$ cat src/rtl/uart_pkg.sv
// Shared types for the UART receive controller: FSM state encoding and default byte width.
package uart_pkg;

   localparam int unsigned DATA_BITS_DEF = 8;

   typedef enum logic [1:0] {
      ST_OFF     = 2'd0,
      ST_IDLE    = 2'd1,
      ST_RX      = 2'd2,
      ST_RECOVER = 2'd3
   } rx_state_e;

endpackage

$ cat src/rtl/sync_fifo.sv
// Synchronous FIFO with a registered head word, occupancy count and full flag.
module sync_fifo #(
   parameter  int unsigned DATA_BITS  = 8,
   parameter  int unsigned FIFO_DEPTH = 8,
   localparam int unsigned CNT_W      = $clog2(FIFO_DEPTH) + 1
) (
   input  logic                 clk,
   input  logic                 rst,
   input  logic                 push,
   input  logic [DATA_BITS-1:0] push_data,
   input  logic                 pop,
   output logic [DATA_BITS-1:0] head,
   output logic                 valid,
   output logic [CNT_W-1:0]     count,
   output logic                 full_c
);

   localparam int unsigned PTR_W = $clog2(FIFO_DEPTH);

   logic [DATA_BITS-1:0] mem [FIFO_DEPTH];
   logic [PTR_W-1:0]     rd_ptr;
   logic [PTR_W-1:0]     wr_ptr;
   logic [PTR_W-1:0]     rd_ptr_inc;
   logic [CNT_W-1:0]     count_nxt;
   logic [DATA_BITS-1:0] head_nxt;
   logic                 do_push;
   logic                 do_pop;

   assign full_c     = (count == CNT_W'(FIFO_DEPTH));
   assign do_pop     = pop & (count != '0);
   // A full FIFO still takes a push when the head leaves in the same cycle
   assign do_push    = push & (~full_c | do_pop);
   assign rd_ptr_inc = rd_ptr + PTR_W'(1);
   assign count_nxt  = count + CNT_W'(do_push) - CNT_W'(do_pop);

   // Next head: the following entry on pop, or the incoming word when it becomes the only entry
   always_comb begin
      head_nxt = head;
      if (do_pop) begin
         if (count > CNT_W'(1)) begin
            head_nxt = mem[rd_ptr_inc];
         end else if (do_push) begin
            head_nxt = push_data;
         end
      end else if (do_push && (count == '0)) begin
         head_nxt = push_data;
      end
   end

   always_ff @(posedge clk) begin
      if (rst) begin
         rd_ptr <= '0;
         wr_ptr <= '0;
         count  <= '0;
         valid  <= 1'b0;
         head   <= '0;
      end else begin
         if (do_pop) begin
            rd_ptr <= rd_ptr_inc;
         end
         if (do_push) begin
            wr_ptr <= wr_ptr + PTR_W'(1);
         end
         count <= count_nxt;
         valid <= (count_nxt != '0);
         head  <= head_nxt;
      end
   end

   // Storage needs no reset; pointers and count define which entries are live
   always_ff @(posedge clk) begin
      if (do_push) begin
         mem[wr_ptr] <= push_data;
      end
   end

endmodule

$ cat src/rtl/uart_rx_ctrl.sv
// Sequences a byte receiver, buffers bytes into a FIFO stream and tracks framing/overflow status.
// Optional idle timeout is built when UART_RX_IDLE_TIMEOUT_EN is defined.
module uart_rx_ctrl
   import uart_pkg::*;
#(
   parameter  int unsigned DATA_BITS      = DATA_BITS_DEF,
   parameter  int unsigned FIFO_DEPTH     = 8,
   parameter  int unsigned RECOVER_CYCLES = 32,
   parameter  int unsigned ERR_CNT_W      = 8,
   parameter  int unsigned IDLE_CYCLES    = 4340,
   localparam int unsigned CNT_W          = $clog2(FIFO_DEPTH) + 1
) (
   input  logic                 clk,
   input  logic                 rst,
   input  logic                 rx_en,
   input  logic                 clr,
   output logic                 rcv_en,
   input  logic [DATA_BITS-1:0] rcv_out,
   input  logic                 rcv_done,
   input  logic                 rcv_busy,
   input  logic                 rcv_err,
   output logic [DATA_BITS-1:0] m_data,
   output logic                 m_valid,
   input  logic                 m_ready,
   output logic [CNT_W-1:0]     fifo_count,
   output logic                 overflow,
   output logic [ERR_CNT_W-1:0] err_count,
   output logic                 idle_to
);

   localparam int unsigned RC_W = $clog2(RECOVER_CYCLES + 1);

   rx_state_e        state;
   rx_state_e        state_nxt;
   logic [RC_W-1:0]  rec_cnt;
   logic             push;
   logic             err_evt;
   logic             pop_eff;
   logic             push_acc;
   logic             full_c;
   logic             drop;

   assign pop_eff  = m_valid & m_ready;
   assign push_acc = push & (~full_c | pop_eff);
   assign drop     = push & full_c & ~pop_eff;

   sync_fifo #(
      .DATA_BITS  (DATA_BITS),
      .FIFO_DEPTH (FIFO_DEPTH)
   ) u_fifo (
      .clk       (clk),
      .rst       (rst),
      .push      (push),
      .push_data (rcv_out),
      .pop       (m_ready),
      .head      (m_data),
      .valid     (m_valid),
      .count     (fifo_count),
      .full_c    (full_c)
   );

   // Next state and capture decisions; rx_en low overrides everything
   always_comb begin
      state_nxt = state;
      push      = 1'b0;
      err_evt   = 1'b0;
      if (!rx_en) begin
         state_nxt = ST_OFF;
      end else begin
         case (state)
            ST_OFF: begin
               state_nxt = ST_IDLE;
            end
            ST_IDLE, ST_RX: begin
               if (rcv_err) begin
                  err_evt   = 1'b1;
                  state_nxt = ST_RECOVER;
               end else if (rcv_done) begin
                  push      = 1'b1;
                  state_nxt = ST_IDLE;
               end else if ((state == ST_IDLE) && rcv_busy) begin
                  state_nxt = ST_RX;
               end
            end
            ST_RECOVER: begin
               if (rec_cnt == RC_W'(RECOVER_CYCLES - 1)) begin
                  state_nxt = ST_IDLE;
               end
            end
            default: begin
               state_nxt = ST_OFF;
            end
         endcase
      end
   end

   always_ff @(posedge clk) begin
      if (rst) begin
         state   <= ST_OFF;
         rcv_en  <= 1'b0;
         rec_cnt <= '0;
      end else begin
         state   <= state_nxt;
         rcv_en  <= (state_nxt == ST_IDLE) || (state_nxt == ST_RX);
         if ((state == ST_RECOVER) && (state_nxt == ST_RECOVER)) begin
            rec_cnt <= rec_cnt + RC_W'(1);
         end else begin
            rec_cnt <= '0;
         end
      end
   end

   // Status: a set event in the same cycle as clr takes precedence
   always_ff @(posedge clk) begin
      if (rst) begin
         overflow  <= 1'b0;
         err_count <= '0;
      end else begin
         overflow <= drop | (overflow & ~clr);
         if (err_evt) begin
            if (clr) begin
               err_count <= ERR_CNT_W'(1);
            end else if (err_count != '1) begin
               err_count <= err_count + ERR_CNT_W'(1);
            end
         end else if (clr) begin
            err_count <= '0;
         end
      end
   end

`ifdef UART_RX_IDLE_TIMEOUT_EN
   localparam int unsigned IT_W = $clog2(IDLE_CYCLES + 1);

   logic [IT_W-1:0] idle_cnt;
   logic            idle_run;
   logic            idle_hit;

   // Counts unread idle time; any stream activity or leaving IDLE restarts it
   assign idle_run = (state == ST_IDLE) && (state_nxt == ST_IDLE) && m_valid
                     && !push_acc && !pop_eff;
   assign idle_hit = idle_run && (idle_cnt == IT_W'(IDLE_CYCLES - 1));

   always_ff @(posedge clk) begin
      if (rst) begin
         idle_cnt <= '0;
         idle_to  <= 1'b0;
      end else begin
         if (!idle_run) begin
            idle_cnt <= '0;
         end else if (idle_cnt != IT_W'(IDLE_CYCLES)) begin
            idle_cnt <= idle_cnt + IT_W'(1);
         end
         idle_to <= idle_hit | (idle_to & ~clr);
      end
   end
`else
   logic unused_idle_cfg;

   assign unused_idle_cfg = (IDLE_CYCLES != 0);
   assign idle_to         = 1'b0;
`endif

endmodule
$ cat config.mk
export PLATFORM = sky130hd
export DESIGN_NAME = uart_rx_ctrl
export DESIGN_NICKNAME = d
export VERILOG_FILES = /design/src/rtl/uart_pkg.sv /design/src/rtl/sync_fifo.sv /design/src/rtl/uart_rx_ctrl.sv
export SDC_FILE = /design/constraint.sdc
export NUM_CORES = 1
export LEC_CHECK = 0
export BUFFER_PORTS_ARGS = -buffer_cell sky130_fd_sc_hd__buf_2
export CORE_AREA = 2 2 93 95
export CTS_CLUSTER_DIAMETER = 50
export CTS_CLUSTER_SIZE = 10
export DETAILED_ROUTE_END_ITERATION = 16
export DIE_AREA = 0 0 95 97
export GPL_TIMING_DRIVEN = 0
export PLACE_DENSITY_LB_ADDON = 0.12
export SLEW_MARGIN = 20
export SYNTH_ARGS = -nofsm -noshare
export SYNTH_HDL_FRONTEND = slang
export SYNTH_SLANG_ARGS = --single-unit
$ cat constraint.sdc
create_clock -name clk -period 7.8 [get_ports clk]
set_input_delay 0 -clock clk [delete_from_list [all_inputs] [get_ports clk]]
set_output_delay 0 -clock clk [all_outputs]
set_load 0.05 [all_outputs]
== After elaboration in Yosys (flattened, before gate mapping) ==
Memories as Yosys holds them, arrays and structs flattened.
Cells that the tools add are included.

* $add $sub $neg: 6
* $lt $le $gt $ge: 1
* Eq/ne operators: 10
* Muxes and demuxes: 23
* Bitwise gates (word level): 12
* Reduce and logical (&&, ||, !) cells: 15

{| class="wikitable"
|+ Operator list
! kind !! number
|-
| $mux W8 || 8
|-
| $mux W2 || 5
|-
| $mux W1 || 9
|-
| $add A8 B1 Y8 const B || 1
|-
| $eq A2 B2 Y1 const B || 4
|-
| $ne A8 B8 Y1 const B || 1
|-
| $reduce_bool A4 Y1 || 2
|-
| $add A3 B1 Y3 const B || 2
|-
| $add A6 B1 Y6 const B || 1
|-
| $and A1 B1 Y1 || 6
|-
| $eq A6 B5 Y1 const B || 1
|-
| $pmux W2 S3 || 1
|-
| $reduce_bool A2 Y1 || 3
|-
| $add A4 B1 Y4 || 1
|-
| $eq A2 B1 Y1 const B || 2
|-
| $eq A4 B4 Y1 const B || 1
|-
| $gt A4 B1 Y1 const B || 1
|-
| $logic_not A4 Y1 || 1
|-
| $not A1 Y1 || 4
|-
| $reduce_and A2 Y1 || 2
|-
| $reduce_or A2 Y1 || 2
|-
| $sub A4 B1 Y4 || 1
|-
| $logic_and A1 B1 Y1 || 3
|-
| $ne A3 B2 Y1 const B || 1
|-
| 3 further kinds || 4
|}

* Flip-flop bits (word level): 37
* Bits in writable memories: 64
* Logic and storage cells: 78
* Memories kept: 1

{| class="wikitable"
|+ Memory list
! name !! words !! width !! rd ports !! clocked after Yosys merged registers in !! wr ports !! RTL line !! RTL
|-
| u_fifo.mem || 8 || 8 || 1 || 0 || 1 || sync_fifo.sv:20 || <nowiki>logic [DATA_BITS-1:0] mem [FIFO_DEPTH];</nowiki>
|}

== Depth between registers and ports, before layout ==
Gate-level depths: netlist of run 1.

* Depth after elaboration: 11
* Depth in mapped cells: 15
* Depth with buffers taken out: 14

== Modules after synthesis ==
From an unflattened synthesis of run 1, not the netlist that was laid out.

* Cells, all modules: 307
* Area total of the unflattened synthesis: 4301.6 um^2

{| class="wikitable"
|+ Modules (own cells, without submodules)
! module !! times used !! cells an instance !! area each (um^2) !! sequential area each (um^2)
|-
| sync_fifo || 1 || 201 || 3393.3 || 2302.2
|-
| uart_rx_ctrl || 1 || 106 || 908.4 || 360.3
|}

== Worst setup path before layout of run 1 ==
No wires, ideal clock.

* Path type: register to register
* From: register u_fifo.count[2]
* To: register u_fifo.valid
* Setup time: 132 ps
* Arrival: 2773 ps
* Path slack: 4895 ps
* Cell stages (with the launch flop): 16
* Period minus slack after synthesis: 2905 ps
* Cells stage by stage: dfxtp_1 inv_1 ha_1 or3b_1 buf_6 nand2_1 inv_1 ha_1 inv_1 ha_1 inv_1 fa_1 xor2_1 nor2_1 nor3_1 o21ai_0

* Word-level cells in the longest chain between the ends: 7
* Elaborated cells on any way between the ends: 9
* Classes of those cells: add/sub (2); eq/ne (1); bitwise (4); reduce/logical (2)

{| class="wikitable"
|+ Ends and longest elaborated chain
! element !! RTL line !! RTL
|-
| start: declaration || sync_fifo.sv:14 || <nowiki>output logic [CNT_W-1:0] count,</nowiki>
|-
| start signal: assignment || sync_fifo.sv:64 || <nowiki>count <= count_nxt;</nowiki>
|-
| $reduce_bool A4 Y1 / $eq A4 B4 Y1 (equally long branches) || sync_fifo.sv:30, sync_fifo.sv:29 ||
|-
| $and A1 B1 Y1 / $not A1 Y1 (equally long branches) || sync_fifo.sv:30, sync_fifo.sv:32 ||
|-
| $or A1 B1 Y1 || sync_fifo.sv:32 || <nowiki>assign do_push = push & (~full_c | do_pop);</nowiki>
|-
| $and A1 B1 Y1 || sync_fifo.sv:32 ||
|-
| $add A4 B1 Y4 || sync_fifo.sv:34 || <nowiki>assign count_nxt = count + CNT_W'(do_push) - CNT_W'(do_pop);</nowiki>
|-
| $sub A4 B1 Y4 (*) || sync_fifo.sv:34 ||
|-
| $reduce_bool A4 Y1 (*) || sync_fifo.sv:65 || <nowiki>valid <= (count_nxt != '0);</nowiki>
|-
| end signal: assignment || sync_fifo.sv:65 ||
|-
| end: declaration || sync_fifo.sv:13 || <nowiki>output logic valid,</nowiki>
|}

Every way passes the cells marked *; elsewhere a longest branch is shown, timed or not.
A chain may end at the register's enable or synchronous reset.

== Worst setup path in the final report of run 1 ==
Same ends and word-level chain as after synthesis.

==> results.yml, run 1 <==
timing:
  hold_viol: 0
  period_needed_ps: 2880
  skew_ps: 8.656
  holdWs_ps: 65.42
  drv_slew: 0
  setup-violations-final: 0
  rsz0062_at_grt: "false"
  tns_ps: 0
  slew_headroom_pct: 50.81
  clock.fmax_mhz: 347.3
  tightest_slew_ps: 734.4
  period_share_pct: 36.92
cts:
  cts_hold_buf: 11
  cts_buffers: 9
  cts_sinks: 101
  clk_pin_slew_ps: 100
  cts_setup_buffers: 0
  cts_tree: "yes"
  clk_latency_ps: 370
  h-tree-depth: 3
  clk_path_buf_depth: 2
  root_buffer: "clkbuf_8"
  cts_resized: 0
routing:
  drtPass1Iterations: 4
  vias_per_cell: 5.572
  drc: 0
  wl_per_cell_um: 17.01
  ant_nets: 0
  routed_wl_um: 9307
  first_iter_violations: 199
  routed-via-count: 3048
logic_synthesis:
  synth_top_flop_cell: "edfxtp_1"
  seq_area_frac_synth_pct: 58.51
  synthDistinctLibCells: 54
  ys_ff_latch: 101
  async_reset_ff_share_pct: 0
  yosys_warnings: 0
  syn_area_per_cell_um2: 12.07
  synthesis.area_um2: 4551
  netlist_instances: 377
  synth_fp_nets: 410
  synth-edff-count: 64
floorplanning:
  dieArea_um2: 9215
  io_pins: 40
  dieHeight_um: 97
  initial_utilization_pct: 55.95
  fp.dieW_um: 95
  row_count: 33
  core_area_um2: 8134
setup_path:
  crit_required_ps: 8050
  cpMaxStageDelayCell: "or3b_1"
  r2r_end: "u_fifo.valid$_SDFF_PP0_"
  max_stage_delay_ps: 370
  endpoint_kind: "flop"
  r2r_cells: 15
  crit_start: "u_fifo.count[2]$_SDFF_PP0_"
  critical_path.top_delay_family: "adder cells"
  arrival_ps: 3130
  ff2ff_setup_slack_ps: 4920
  rr_startpoint: "u_fifo.count[2]$_SDFF_PP0_"
  start_kind: "flop"
  path_class: "flop to flop"
  cp_common_cell: "inv_1"
  path_buf_inv: 5
  worst-path-max-fanout: 5
  crit_chain: "inv_1 -> ha_1 -> or3b_1 -> buf_6 -> nand2_1 -> inv_1 -> ha_1 -> inv_1 -> ha_1 -> inv_1 -> fa_1 -> xor2_1 -> nor2_1 -> nor3_1 -> o21ai_0"
power:
  p_int_uw: 937.8
  swShare_pct: 37.71
  pwr-share-seq_pct: 41.6
  p_comb_share_pct: 37.3
  p_leak_uw: 0.001854
  vdd_ir_drop_max_uv: 152.5
  clkPwrFrac_pct: 21.1
  power.density_nw_per_um2: 289.7
  p_sw_uw: 567.7
final_layout:
  layout_common_cells: "edfxtp_1 (64), buf_2 (41), dfxtp_1 (37)"
  syn_to_final_growth_pct: 14.19
  diodes: 0
  drive_gt1_share_pct: 18.33
  layout_commonest_cell: "edfxtp_1"
  nets: 470
  fill_cells: 638
global_route:
  grt_first_pass_wirelength_um: 15070
  grt.overflow.total: 0
  grt_use_total_pct: 21.77
  grt_pass1_vias: 2891
  antenna_found_initial: 0
  grt_max_degree: 20
min_path:
  holdPathEnd: "state[1]$_SDFF_PP0_"
  min_path_cells: 3
  min_path_type: "input pin to flop"
  hp-start: "rcv_busy"
run_status:
  status: "completed"
placed_design:
  dp_hpwl_um: 6558
  place.gp.congestion: 0.8077
  io_buffers: 37
flow_run:
  max_cap_viol_count: 0
-- power groups by stage --
stage	Sequential [uW]	Clock, uW	Combinational [uW]
final	626	318	561
after global routing	632	349	616
after CTS	627	327	564
after detailed placement	639	0	557
after global placement	638	0	553
after floorplan	728	0	340
-- sequential cells by signal, summed over array words and instances, names as in the netlist --
| name | count |
|---|---|
| err_count | 8 |
| overflow | 1 |
| rcv_en | 1 |
| rec_cnt | 6 |
| state | 2 |
| u_fifo.count | 4 |
| u_fifo.head | 8 |
| u_fifo.mem | 64 |
| u_fifo.rd_ptr | 3 |
| u_fifo.valid | 1 |
| u_fifo.wr_ptr | 3 |
-- worst min-delay path, stage by stage --
cell and delay, ps:
buf_2 80, a211oi_1 80, nor4_1 210
-- layout make-up --
class / instances / area (um^2) / share of cell area [%]
inverters: 17 / 63.81 / 1.228
multi-input cells: 243 / 1763 / 33.93
clock buffers: 10 / 127.6 / 2.456
flip-flops and latches: 101 / 2663 / 51.24
well taps: 105 / 131.4 / 2.528
repair buffers: 49 / 302.8 / 5.827
plain buffers: 16 / 87.58 / 1.686
clock inverters: 6 / 57.56 / 1.108
-- kinds of logic after synthesis --
kind of cell | synth area share [%]
flops | 58.51
buf+inv | 3.327
compound gates | 7.836
mux | 6.544
xor+xnor | 2.667
fa+ha+maj | 4.839
other cells | 0.08241
simple gates | 16.20
-- how the worst max path moves through the flow --
stage	end	depth (start not counted)
6_report	u_fifo.valid$_SDFF_PP0_	15
5_1_grt	u_fifo.valid$_SDFF_PP0_	15
4_1_cts	u_fifo.valid$_SDFF_PP0_	15
3_5_place_dp	u_fifo.valid$_SDFF_PP0_	15
3_3_place_gp	u_fifo.mem[0][4]$_DFFE_PP_	5
2_1_floorplan	u_fifo.valid$_SDFF_PP0_	15
-- synth_stat cells, types with 2 or more instances --
library cell / instances / area [um^2]
and3_1: 3 / 18.77
a32oi_1: 2 / 17.52
xor2_1: 6 / 52.55
nor2_1: 21 / 78.83
buf_2: 4 / 20.02
nor4_1: 2 / 12.51
nand3_1: 33 / 165.2
o31a_1: 2 / 17.52
mux2i_1: 17 / 170.2
nand3b_1: 2 / 15.01
and4b_1: 2 / 20.02
mux2_1: 4 / 45.04
a21o_1: 2 / 15.01
a311oi_1: 2 / 17.52
buf_4: 4 / 30.03
clkbuf_1: 5 / 18.77
or3_1: 9 / 56.30
dfxtp_1: 37 / 740.7
nand4_1: 9 / 56.30
nor2b_1: 20 / 125.1
a31oi_1: 2 / 12.51
buf_1: 2 / 7.510
nor3_1: 8 / 40.04
a211oi_1: 11 / 82.58
nand2b_1: 6 / 37.54
edfxtp_1: 64 / 1922
nand2b_2: 2 / 17.52
a21oi_1: 7 / 35.03
mux2_2: 4 / 45.04
o211ai_1: 8 / 60.06
xnor2_1: 6 / 52.55
o21ai_0: 2 / 10.01
nand2_1: 10 / 37.54
ha_1: 16 / 200.2
inv_1: 17 / 63.81
o21ai_1: 8 / 40.04
-- per-layer routing --
metal / part of all wire [%] / vias to the layer above / wire (um) / global-route usage, %
li1: - / 1507 / - / -
met1: 44 / 1438 / 4113 / 29.34
met2: 48 / 97 / 4473 / 34.64
met3: 6.6 / 6 / 616 / 5.530
met4: 1.1 / 0 / 104 / 6.577
met5: 0 / - / 0 / 0
-- through the flow --
stage	utilization, %	instance area [um^2]	setup slack, ps	cells	total power (uW)
after floorplan	-	4551	4895	377	1069
after global placement	59.84	4867	4779	519	1191
after detailed placement	60.13	4891	4912	520	1196
after CTS	63.76	5186	4888	547	1518
after global routing	63.88	5196	4633	547	1597
final	63.88	5196	4920	547	1505
Power figures use the tool's default switching activity.
==> run 2, diff against run 1 <==
- ABC_AREA: not set -> 1
- CORE_AREA: 2 2 93 95 -> 2 2 98 100
- DIE_AREA: 0 0 95 97 -> 0 0 100 102
- clock period: 7.8 -> 2.4 ns (I/O delays scaled with it)
==> results.yml, run 2 <==
floorplanning:
  core_area_um2: 9109
  row_count: 35
  dieHeight_um: 102
  fp.dieW_um: 100
  initial_utilization_pct: 52.93
  dieArea_um2: 10200
  io_pins: 40
logic_synthesis:
  synthMuxAreaShare_pct: 0
  synth-compound-area-share_pct: 3.867
  synth_top_area_cell: "edfxtp_1"
  synth_area_leaders: "edfxtp_1 (40%), dfxtp_1 (15%), nand2_1 (13%)"
  synthesis.area_um2: 4821
  synth.most_common_cell: "nand2_1"
  synth_commonest_cells: "nand2_1 (172), inv_1 (76), edfxtp_1 (64)"
  yosysTopAreaCellShare_pct: 39.87
  seq_area_frac_synth_pct: 55.23
  synth_fp_nets: 585
  yosys_warnings: 0
  syn_area_per_cell_um2: 8.733
  async_reset_ff_share_pct: 0
  synthDistinctLibCells: 41
  synth-edff-count: 64
  synth_top_flop_cell: "edfxtp_1"
  synth_simple_gate_area_share_pct: 27.12
  synth_xor_area_share_pct: 0.8824
  synth_top_family_by_area: "simple AND/OR/NAND/NOR gates"
  netlist_instances: 552
  yosys.area_share.adder_pct: 4.568
  ys_ff_latch: 101
final_layout:
  largestRegisters: "u_fifo.mem x64, err_count x8, u_fifo.head x8"
  final_cells: 732
  fill_cells: 795
  syn_to_final_growth_pct: 14.61
  nets: 649
  regArea_um2: 2671
  diodes: 0
  stdcell_area_um2: 5525
  regMostFlops: "u_fifo.mem"
  layout_common_cells: "nand2_1 (172), inv_1 (74), edfxtp_1 (64)"
  multi_input_area_um2: 1807
  largest_reg_flops: 64
  layout_commonest_cell: "nand2_1"
  drive_gt1_share_pct: 16.91
routing:
  vias_per_cell: 4.945
  ant_nets: 0
  wl_per_cell_um: 13.15
  drtPass1Iterations: 4
  first_iter_violations: 100
  routed-via-count: 3620
  drc: 0
  routed_wl_um: 9628
timing:
  drv_slew: 0
  rsz0062_at_grt: "true"
  skew_ps: 13.87
  period_needed_ps: 2313
  clock.fmax_mhz: 432.3
  hold_viol: 0
  setup-violations-final: 0
  period_share_pct: 96.37
  tightest_slew_ps: 783.3
  slew_headroom_pct: 47.50
placed_design:
  dp_hpwl_um: 6938
  io_buffers: 38
  dp.cells: 701
  placed_cell_area_um2: 5161
  place.gp.congestion: 0.8101
power:
  p_leak_uw: 0.002506
  vdd_ir_drop_max_uv: 539.7
  power.density_nw_per_um2: 940.7
setup_path:
  cp_common_cell: "inv_2"
  worst-path-max-fanout: 8
  max_stage_delay_ps: 620
  start_kind: "flop"
  crit_chain: "inv_1 -> ha_4 -> nand4_1 -> inv_2 -> nand2_4 -> inv_2 -> nand2_1 -> nor2_1"
  ff2ff_setup_slack_ps: 90
  arrival_ps: 2310
  cpMaxStageDelayCell: "nor2_1"
  path_class: "flop to flop"
  endpoint_kind: "flop"
  crit_required_ps: 2390
global_route:
  antenna_found_initial: 0
  grt_use_total_pct: 20.63
  grt.overflow.total: 0
  grt_pass1_vias: 3534
  grt_max_degree: 16
  grt_first_pass_wirelength_um: 16170
cts:
  h-tree-depth: 3
  root_buffer: "clkbuf_8"
  cts_tree: "yes"
  cts_buffers: 9
  clk_pin_slew_ps: 90
  clk_latency_ps: 370
  clk_path_buf_depth: 2
  cts_sinks: 101
min_path:
  min_path_type: "input pin to flop"
flow_run:
  max_cap_viol_count: 0
run_status:
  status: "completed"
[run 2: area by class of cell]
| class | count | area share (%) |
|---|---|---|
| Clock inverter | 3 | 0.3397 |
| Inverter | 80 | 5.571 |
| Multi-Input combinational cell | 357 | 32.70 |
| Clock buffer | 13 | 2.876 |
| Timing Repair Buffer | 53 | 6.024 |
| Tap cell | 111 | 2.514 |
| Buffer | 14 | 1.630 |
| Sequential cell | 101 | 48.35 |
[run 2: worst paths after layout]
| path | startpoint | to | cells past startpoint |
|---|---|---|---|
| max | state[1]$_SDFF_PP0_ | u_fifo.mem[7][2]$_DFFE_PP_ | 8 |
| min | rcv_err | state[0]$_SDFF_PP0_ | 5 |
| max reg2reg | state[1]$_SDFF_PP0_ | u_fifo.mem[7][2]$_DFFE_PP_ | 8 |
| min reg2reg | rec_cnt[0]$_SDFF_PP0_ | rec_cnt[0]$_SDFF_PP0_ | 1 |
[run 2: logic make-up (layout without fill, tap and decap cells)]
logic type	Yosys count	after routing
AND/OR/NAND/NOR	301	301
flip-flops	101	101
buffers and inverters	94	163
AO/OA/AOI/OAI	34	34
adder cells (fa/ha/maj)	17	17
XOR/XNOR	4	4
other	1	1
[run 2: repair_timing]
| action | in CTS | in global routing |
|---|---|---|
| resized for setup | 5 | 7 |
| buffers inserted | 1 | 2 |
| hold endpoints to repair | 72 | 0 |
| hold buffers | 12 | 0 |
| setup endpoints to repair | 43 | 58 |
| pin swaps | 1 | 1 |
| cloned | 0 | 0 |
[run 2: power by group]
| group | leakage, uW | internal (uW) | total (uW) | switching [uW] |
|---|---|---|---|---|
| sequential | 0.000879 | 1960 | 2040 | 83.6 |
| combinational | 0.00154 | 718 | 2160 | 1440 |
| clock | 0.0000916 | 435 | 997 | 562 |
[run 2: through the flow]
| step | setup WS [ps] | util (%) | TNS [ps] | power (uW) | hold slack [ps] |
|---|---|---|---|---|---|
| global route | -117.3 | 60.66 | -2296 | 5572 | 82.22 |
| global placement | -399.1 | 56.61 | -3367 | 4094 | 289.2 |
| CTS | 11.44 | 60.07 | 0 | 5182 | 3.156 |
| detailed placement | -91.65 | 56.66 | -1314 | 4140 | 293.2 |
| finish | 87.02 | 60.66 | 0 | 5198 | 12.62 |
| floorplan | 21.26 | - | 0 | 3657 | 98.87 |
[run 2: routing by layer]
layer	track usage, %	share of wire (%)	vias up
met5	0	0	-
met4	8.114	1.7	0
met3	4.446	3.7	13
met2	37.01	51	68
met1	24.33	44	1661
li1	-	-	1878
[run 2: worst max-delay path, delay by kind of cell (launching register included)]
family | cells | cell delay, ps
adder cells (fa/ha/maj) | 1 | 300
AND/OR/NAND/NOR | 4 | 940
buffers and inverters | 3 | 320
flip-flops | 1 | 370
==> run 3, diff against run 2 <==
==> constraint.sdc (replaced) <==
create_clock -name clk -period 2.4 [get_ports clk]
set_input_delay 0.72 -clock clk [delete_from_list [all_inputs] [get_ports clk]]
set_output_delay 0.72 -clock clk [all_outputs]
set_load 0.05 [all_outputs]
==> results.yml, run 3 (synthesis results as in run 2) <==
final_layout:
  diodes: 0
  layout_common_cells: "nand2_1 (172), inv_1 (74), edfxtp_1 (64)"
  largestRegisters: "u_fifo.mem x64, err_count x8, u_fifo.head x8"
  fin_util_pct: 59.34
  regMostFlops: "u_fifo.mem"
  syn_to_final_growth_pct: 12.12
  layout_commonest_cell: "nand2_1"
  fill_cells: 805
  largest_reg_flops: 64
  nets: 637
  stdcell_area_um2: 5405
  drive_gt1_share_pct: 17.24
setup_path:
  critical_path.top_delay_family: "simple AND/OR/NAND/NOR gates"
  max_stage_delay_ps: 650
  ff2ff_setup_slack_ps: 60
  path_class: "flop to flop"
  start_kind: "flop"
  cp_common_cell: "inv_2"
  endpoint_kind: "flop"
  worst-path-max-fanout: 8
  path_buf_inv: 3
  crit_required_ps: 2390
  crit_chain: "inv_1 -> ha_4 -> nand4_1 -> inv_2 -> nand2_4 -> inv_2 -> nand2_1 -> nor2_1"
  arrival_ps: 2330
  cpMaxStageDelayCell: "nor2_1"
global_route:
  grt_use_total_pct: 20.62
  antenna_found_initial: 0
  grt_pass1_vias: 3524
  grt.overflow.total: 0
  grt_max_degree: 16
  grt_first_pass_wirelength_um: 16160
timing:
  tightest_slew_ps: 822.3
  period_share_pct: 97.51
  period_needed_ps: 2340
  hold_viol: 0
  setup-violations-final: 0
  holdWs_ps: 458.5
  rsz0062_at_grt: "true"
  clock.fmax_mhz: 427.3
  slew_headroom_pct: 44.98
  drv_slew: 0
  skew_ps: 13.01
power:
  pwr-share-seq_pct: 39.4
  vdd_ir_drop_max_uv: 539.1
  p_int_uw: 3099
  swShare_pct: 40.24
  clkPwrFrac_pct: 19.2
  p_leak_uw: 0.002455
  p_comb_share_pct: 41.4
  p_sw_uw: 2087
  power.density_nw_per_um2: 959.5
min_path:
  min_path_type: "flop to flop"
routing:
  first_iter_violations: 122
  wl_per_cell_um: 13.36
  drc: 0
  routed-via-count: 3615
  vias_per_cell: 5.021
  ant_nets: 0
  drtPass1Iterations: 4
  routed_wl_um: 9622
cts:
  h-tree-depth: 3
  cts_buffers: 9
  clk_latency_ps: 370
  clk_pin_slew_ps: 90
  cts_sinks: 101
  clk_path_buf_depth: 2
  root_buffer: "clkbuf_8"
  cts_tree: "yes"
flow_run:
  max_cap_viol_count: 0
floorplanning:
  core_area_um2: 9109
  dieHeight_um: 102
  dieArea_um2: 10200
  initial_utilization_pct: 52.93
  row_count: 35
  fp.dieW_um: 100
  io_pins: 40
placed_design:
  placed_cell_area_um2: 5161
  dp_hpwl_um: 6938
  place.gp.congestion: 0.8101
  io_buffers: 38
run_status:
  status: "completed"
==> run 3: changes by cell type in the layout (fill, tap and decap cells not counted), sizes merged <==
cell,before,now
dlygate4sd3,12,0
==> run 3: power by group through the flow <==
stage          Sequential (uW)  Clock, uW  Combinational [uW]
3_3_place_gp              2070          0                2020
4_1_cts                   2040       1020                2110
2_1_floorplan             2370          0                1290
5_1_grt                   2060       1090                2410
3_5_place_dp              2080          0                2060
6_report                  2040        997                2150
==> run 3: final timing paths <==
check	startpoint	end	cells after the start
worst min-delay path	rec_cnt[0]$_SDFF_PP0_	rec_cnt[0]$_SDFF_PP0_	1
worst max register to register	state[1]$_SDFF_PP0_	u_fifo.mem[7][2]$_DFFE_PP_	8
worst max-delay path	state[1]$_SDFF_PP0_	u_fifo.mem[7][2]$_DFFE_PP_	8
worst min register to register	rec_cnt[0]$_SDFF_PP0_	rec_cnt[0]$_SDFF_PP0_	1
==> run 3: what timing repair did <==
action,4_1_cts,5_1_grt
endpoints found under the setup margin,43,58
buffers inserted,1,2
hold buffers,0,0
resized for setup,5,7
pin swaps,1,1
hold endpoints to repair,0,0
==> run 3: layout make-up <==
type,count,area (um^2),share of cell area (%)
sequential,101,2671,49.42
multi-input combinational,357,1807,33.43
inverter,80,307.8,5.694
timing repair buffer,41,212.7,3.935
clock buffer,13,158.9,2.940
tap,111,138.9,2.569
buffer,14,90.09,1.667
clock inverter,3,18.77,0.3472
==> run 3: routing by layer <==
layer  share of wire (%)  GRT usage [%]  up-vias
met5                   0              0        -
met4                 1.9          8.114        0
met3                 4.3          4.583       15
met2                  51          37.01       76
met1                  43          24.20     1667
li1                    -              -     1857
==> run 3: metrics by stage <==
step | total power, uW | std cells | setup TNS, ps | setup slack (ps)
floorplan | 3657 | 552 | 0 | 21.26
detailed placement | 4140 | 701 | -5779 | -180.1
finish | 5186 | 720 | 0 | 59.82
global placement | 4094 | 701 | -7910 | -512.4
global route | 5556 | 720 | -2296 | -117.3
CTS | 5167 | 718 | 0 | 11.44
